<file path="src/rtl/uart_rx.sv">
// UART receiver: 2-flop synchronized input, mid-bit sampling, 8N1-style framing.
// Optional even-parity bit between data and stop enabled by `define UART_RX_PARITY_EN.
module uart_rx #(
  parameter int WIDTH         = 8,
  parameter int DIVISOR       = 100,
  parameter bit LITTLE_ENDIAN = 1
) (
  input  logic             clk,
  input  logic             i_reset,
  input  logic             i_rx,
  output logic [WIDTH-1:0] o_data,
  output logic             o_dv,
  output logic             o_busy,
  output logic             o_frame_err,
  output logic             o_parity_err
);

  localparam int CW = $clog2(DIVISOR);
  localparam int BW = $clog2(WIDTH + 1);
  localparam logic [CW-1:0] HALF_M1  = CW'(DIVISOR / 2 - 1);
  localparam logic [CW-1:0] FULL_M1  = CW'(DIVISOR - 1);
  localparam logic [BW-1:0] LAST_BIT = BW'(WIDTH - 1);

  typedef enum logic [2:0] {
    IDLE,
    START,
    DATA,
`ifdef UART_RX_PARITY_EN
    PARITY,
`endif
    STOP
  } state_t;

  state_t           state, state_next;
  logic             rx_meta, rx_s, rx_d;
  logic [CW-1:0]    cnt;
  logic [BW-1:0]    bit_cnt;
  logic [WIDTH-1:0] shreg;
  logic             par_err;
  logic             at_full;

  assign at_full = (cnt == FULL_M1);

  always_ff @(posedge clk) begin
    if (i_reset) begin
      rx_meta <= 1'b1;
      rx_s    <= 1'b1;
      rx_d    <= 1'b1;
    end else begin
      rx_meta <= i_rx;
      rx_s    <= rx_meta;
      rx_d    <= rx_s;
    end
  end

  always_ff @(posedge clk) begin
    if (i_reset) state <= IDLE;
    else         state <= state_next;
  end

  always_comb begin
    state_next = state;
    case (state)
      IDLE:  if (rx_d && !rx_s) state_next = START;
      START: if (cnt == HALF_M1) state_next = rx_s ? IDLE : DATA;
      DATA:
        if (at_full && bit_cnt == LAST_BIT) begin
`ifdef UART_RX_PARITY_EN
          state_next = PARITY;
`else
          state_next = STOP;
`endif
        end
`ifdef UART_RX_PARITY_EN
      PARITY: if (at_full) state_next = STOP;
`endif
      STOP:    if (at_full) state_next = IDLE;
      default: state_next = IDLE;
    endcase
  end

  always_comb begin
    o_busy = (state != IDLE);
  end

  // The sub-bit counter restarts on every state change and wraps each data bit.
  always_ff @(posedge clk) begin
    if (i_reset) begin
      cnt         <= '0;
      bit_cnt     <= '0;
      shreg       <= '0;
      o_data      <= '0;
      o_dv        <= 1'b0;
      o_frame_err <= 1'b0;
    end else begin
      o_dv        <= 1'b0;
      o_frame_err <= 1'b0;

      if (state == IDLE || state_next != state || (state == DATA && at_full))
        cnt <= '0;
      else
        cnt <= cnt + CW'(1);

      if (state != DATA)
        bit_cnt <= '0;
      else if (at_full) begin
        bit_cnt <= bit_cnt + BW'(1);
        if (LITTLE_ENDIAN) shreg <= {rx_s, shreg[WIDTH-1:1]};
        else               shreg <= {shreg[WIDTH-2:0], rx_s};
      end

      if (state == STOP && at_full) begin
        if (rx_s && !par_err) begin
          o_data <= shreg;
          o_dv   <= 1'b1;
        end
        if (!rx_s) o_frame_err <= 1'b1;
      end
    end
  end

`ifdef UART_RX_PARITY_EN
  // Mismatch is remembered until the stop sample so both errors can be reported together.
  always_ff @(posedge clk) begin
    if (i_reset) begin
      par_err      <= 1'b0;
      o_parity_err <= 1'b0;
    end else begin
      o_parity_err <= 1'b0;
      if (state == START)
        par_err <= 1'b0;
      else if (state == PARITY && at_full)
        par_err <= (rx_s != ^shreg);
      if (state == STOP && at_full && par_err)
        o_parity_err <= 1'b1;
    end
  end
`else
  assign par_err      = 1'b0;
  assign o_parity_err = 1'b0;
`endif

endmodule

</file>
<file path="config.mk">
export PLATFORM = sky130hd
export DESIGN_NAME = uart_rx
export DESIGN_NICKNAME = d
export VERILOG_FILES = /design/src/rtl/uart_rx.sv
export SDC_FILE = /design/constraint.sdc
export NUM_CORES = 1
export LEC_CHECK = 0
export BUFFER_PORTS_ARGS = -buffer_cell sky130_fd_sc_hd__buf_2
export CORE_UTILIZATION = 30
export DETAILED_ROUTE_END_ITERATION = 8
export GPL_TIMING_DRIVEN = 0
export SYNTH_ARGS = -nofsm -noshare
export SYNTH_HDL_FRONTEND = slang
export SYNTH_SLANG_ARGS = --single-unit
</file>
<file path="constraint.sdc">
create_clock -name clk -period 3.8 [get_ports clk]
set_clock_uncertainty 0.2 [all_clocks]
set_input_delay 0.57 -clock clk [delete_from_list [all_inputs] [get_ports clk]]
set_output_delay 0.57 -clock clk [all_outputs]
set_load 0.02 [all_outputs]
</file>
==> summary.txt <==
Run status
  • Status: completed

Synthesis
  • Post-synthesis register bit count: 35
  • Cell count after synthesis: between 150 and 200
  • Count of different cell masters after synthesis: 37
  • Post-synthesis sequential area ratio: 46.3%
  • Avg Cell Area, Syn: 9.64 sq um
  • Post-synth ARST share: 0%
  • Mapped Area: 1510 sq um
  • Post-synth EDFFs: 0
  • Primary FF master, synth: dfxtp_1
  • Synth Warn #: 0

CTS
  • Clk buf depth: 2
  • Root Buffer: clkbuf_8
  • Hold buffer count at cts: 0
  • Num CTS Buffers: 5
  • Setup repair bufs after CTS: 0
  • H-tree Lvls: 2
  • Clock Sinks: 35
  • CTS clk-pin slew, worst paths: 70 ps
  • Cts repair resizes: 0
  • Clock Latency Late Sink: between 200 and 300 ps
  • CTS tree: built

Setup path
  • CP Capture Type: output pin
  • Worst-path fanout max: 9
  • Worst Path Arrival: 1260 ps
  • Critical Path Start Type: flip-flop
  • Worst path required time: 3030 ps
  • Critical path class: flip-flop to output pin

Routing
  • Number of DRC markers in iteration 0: 67
  • Post-route ant nets: 0
  • Average wire per standard cell: 10.4 um
  • DRC viols: 0
  • Vias: 1103
  • DR pass1 iterations: 4
  • Detail-routed via count per cell: 4.50
  • Final wirelength: 2.55 mm

Power
  • Peak supply drop: 153 uV
  • Power Density: 412 nW/um^2
  • Final Total Pwr: 0.000734 W
  • Leakage: 0.701 nW

Die
  • Row count: 25
  • Initial Utilization: between 30% and 40%
  • Die W: between 70 and 80 um
  • Die ar.: 5330 sq um
  • Core Region: 4790 sq um
  • Num ports: 15
  • Height of the chip: roughly 73 um

Finish
  • Antenna Cells: 0
  • Final #Nets: 183
  • Layout cells sized above 1: 21.3%
  • Synth-to-layout area growth: 17.5%
  • Number of fill cells: between 400 and 500

STA
  • Slew Limit Fails: 0
  • Max Clk Rate: 492 MHz
  • Total Neg Setup Slack: 0 ps
  • Relative slew slack: between 60% and 70%
  • Hold Fails Final Rpt: 0
  • Final Critical Period: slightly above 2000 ps
  • Final worst-path cycle share: 53.5%
  • Slew @ Worst Pin: 577 ps
  • Unrepaired setup endpoints after global routing: no
  • Final setup viols: 0

GRT
  • GRT Overall Usage: 11.1%
  • First-pass GRT wire length: 4.55 mm
  • Number of global-route vias before repair: 1027
  • Pin count of the biggest net entering global routing: 12
  • Initial antenna violation count: 0
  • Overflow after GRT: 0

Place
  • Hpwl dp: around 1.8 mm
  • Buffers on Ports: 12
  • Placer Congestion: approximately 0.75

Min path
  • Hold Crit Class: flip-flop to flip-flop

Job
  • MaxCap Viol Count: 0
-- Yosys cell counts, types with 2 or more instances --
cell | instances | area (sq um)
dfxtp_1 | 35 | 701
nor2_1 | 25 | 93.8
nand3_1 | 18 | 90.1
mux2i_1 | 10 | 100
nand2_1 | 9 | 33.8
a21oi_1 | 8 | 40.0
buf_4 | 5 | 37.5
xnor2_1 | 4 | 35.0
xor2_1 | 4 | 35.0
clkbuf_1 | 3 | 11.3
ha_1 | 3 | 37.5
inv_1 | 3 | 11.3
nand3b_1 | 3 | 22.5
or2_2 | 3 | 18.8
and3b_1 | 2 | 17.5
-- power breakdown --
part / leakage (nW) / internal, W / switching [W]
combinational: 0.357 / 0.00000706 / 0.0000121
clock: 0.0612 / 0.000212 / 0.000132
sequential: 0.283 / 0.000369 / 0.00000111
total: 0.701 / 0.000588 / 0.000146
-- cell families (layout without fill, tap and decap cells) --
logic type      after synthesis  count (layout)  share of synthesized area [%]
fa+ha+maj                     3               3                           2.48
mux                          10              10                           6.61
buf+inv                      12              32                           4.71
other cells                   1               2                          0.248
simple gates                 78              78                           31.2
flops                        35              35                           46.3
compound gates               10              10                           3.88
xor+xnor                      8               8                           4.63
-- registers in the layout, indices dropped and copies added, names as in the netlist --
register / cells
o_data: 8
shreg: 8
cnt: 7
bit_cnt: 4
state: 3
o_dv: 1
o_frame_err: 1
rx_d: 1
rx_meta: 1
rx_s: 1
-- per-layer routing --
metal | vias up | global-route usage (%) | wire length, um
met5 | - | 0 | 0
met4 | 0 | 7.19 | 81
met3 | 7 | 2.49 | 40
met2 | 13 | 17.2 | 1150
met1 | 511 | 13.7 | 1280
li1 | 572 | - | -
-- worst max-delay path, cell delays in order (launching register included) --
cell and delay [ps]:
dfxtp_1 300, buf_4 150, or3_4 360, buf_2 160
-- final cells by class --
class	count	area, sq um	share of cell area, %
Clock inverter	2	35.0	1.97
Tap cell	67	83.8	4.71
Clock buffer	6	82.6	4.64
Timing Repair Buffer	12	60.1	3.38
Sequential cell	35	701	39.4
Buffer	9	60.1	3.38
Inverter	3	11.3	0.633
Multi-Input combinational cell	111	746	41.9
-- final timing paths --
path,from,end,slack (ps),cells past startpoint
setup / recovery,state[0]$_SDFF_PP0_,o_busy,1770,3
hold / removal,rx_meta$_SDFF_PP1_,rx_s$_SDFF_PP1_,210,1
setup reg to reg,cnt[0]$_SDFF_PP0_,shreg[1]$_SDFFE_PP0P_,1920,5
hold reg to reg,rx_meta$_SDFF_PP1_,rx_s$_SDFF_PP1_,210,1
-- placed cells by master (no fill, tap or decap), types with 2 or more instances in the layout --
master,Yosys,layout
dfxtp_1,35,35
nor2_1,25,25
nand3_1,18,18
buf_2,0,12
mux2i_1,10,10
nand2_1,9,9
a21oi_1,8,8
clkbuf_8,0,6
buf_4,5,5
xnor2_1,4,4
xor2_1,4,4
inv_1,3,3
nand3b_1,3,3
clkbuf_1,3,3
or2_2,3,3
ha_1,3,3
and3b_1,2,2
conb_1,1,2
-- metrics by stage --
step	cell area, sq um	utilization (%)	setup WS (ps)	instances	hold slack [ps]
floorplan	1520	-	2140	158	189
global placement	1660	34.7	1950	237	190
detailed placement	1660	34.7	1940	237	199
CTS	1780	37.2	1750	245	216
global route	1780	37.2	1730	245	230
finish	1780	37.2	1770	245	212
(Power assumes the default switching activity.)
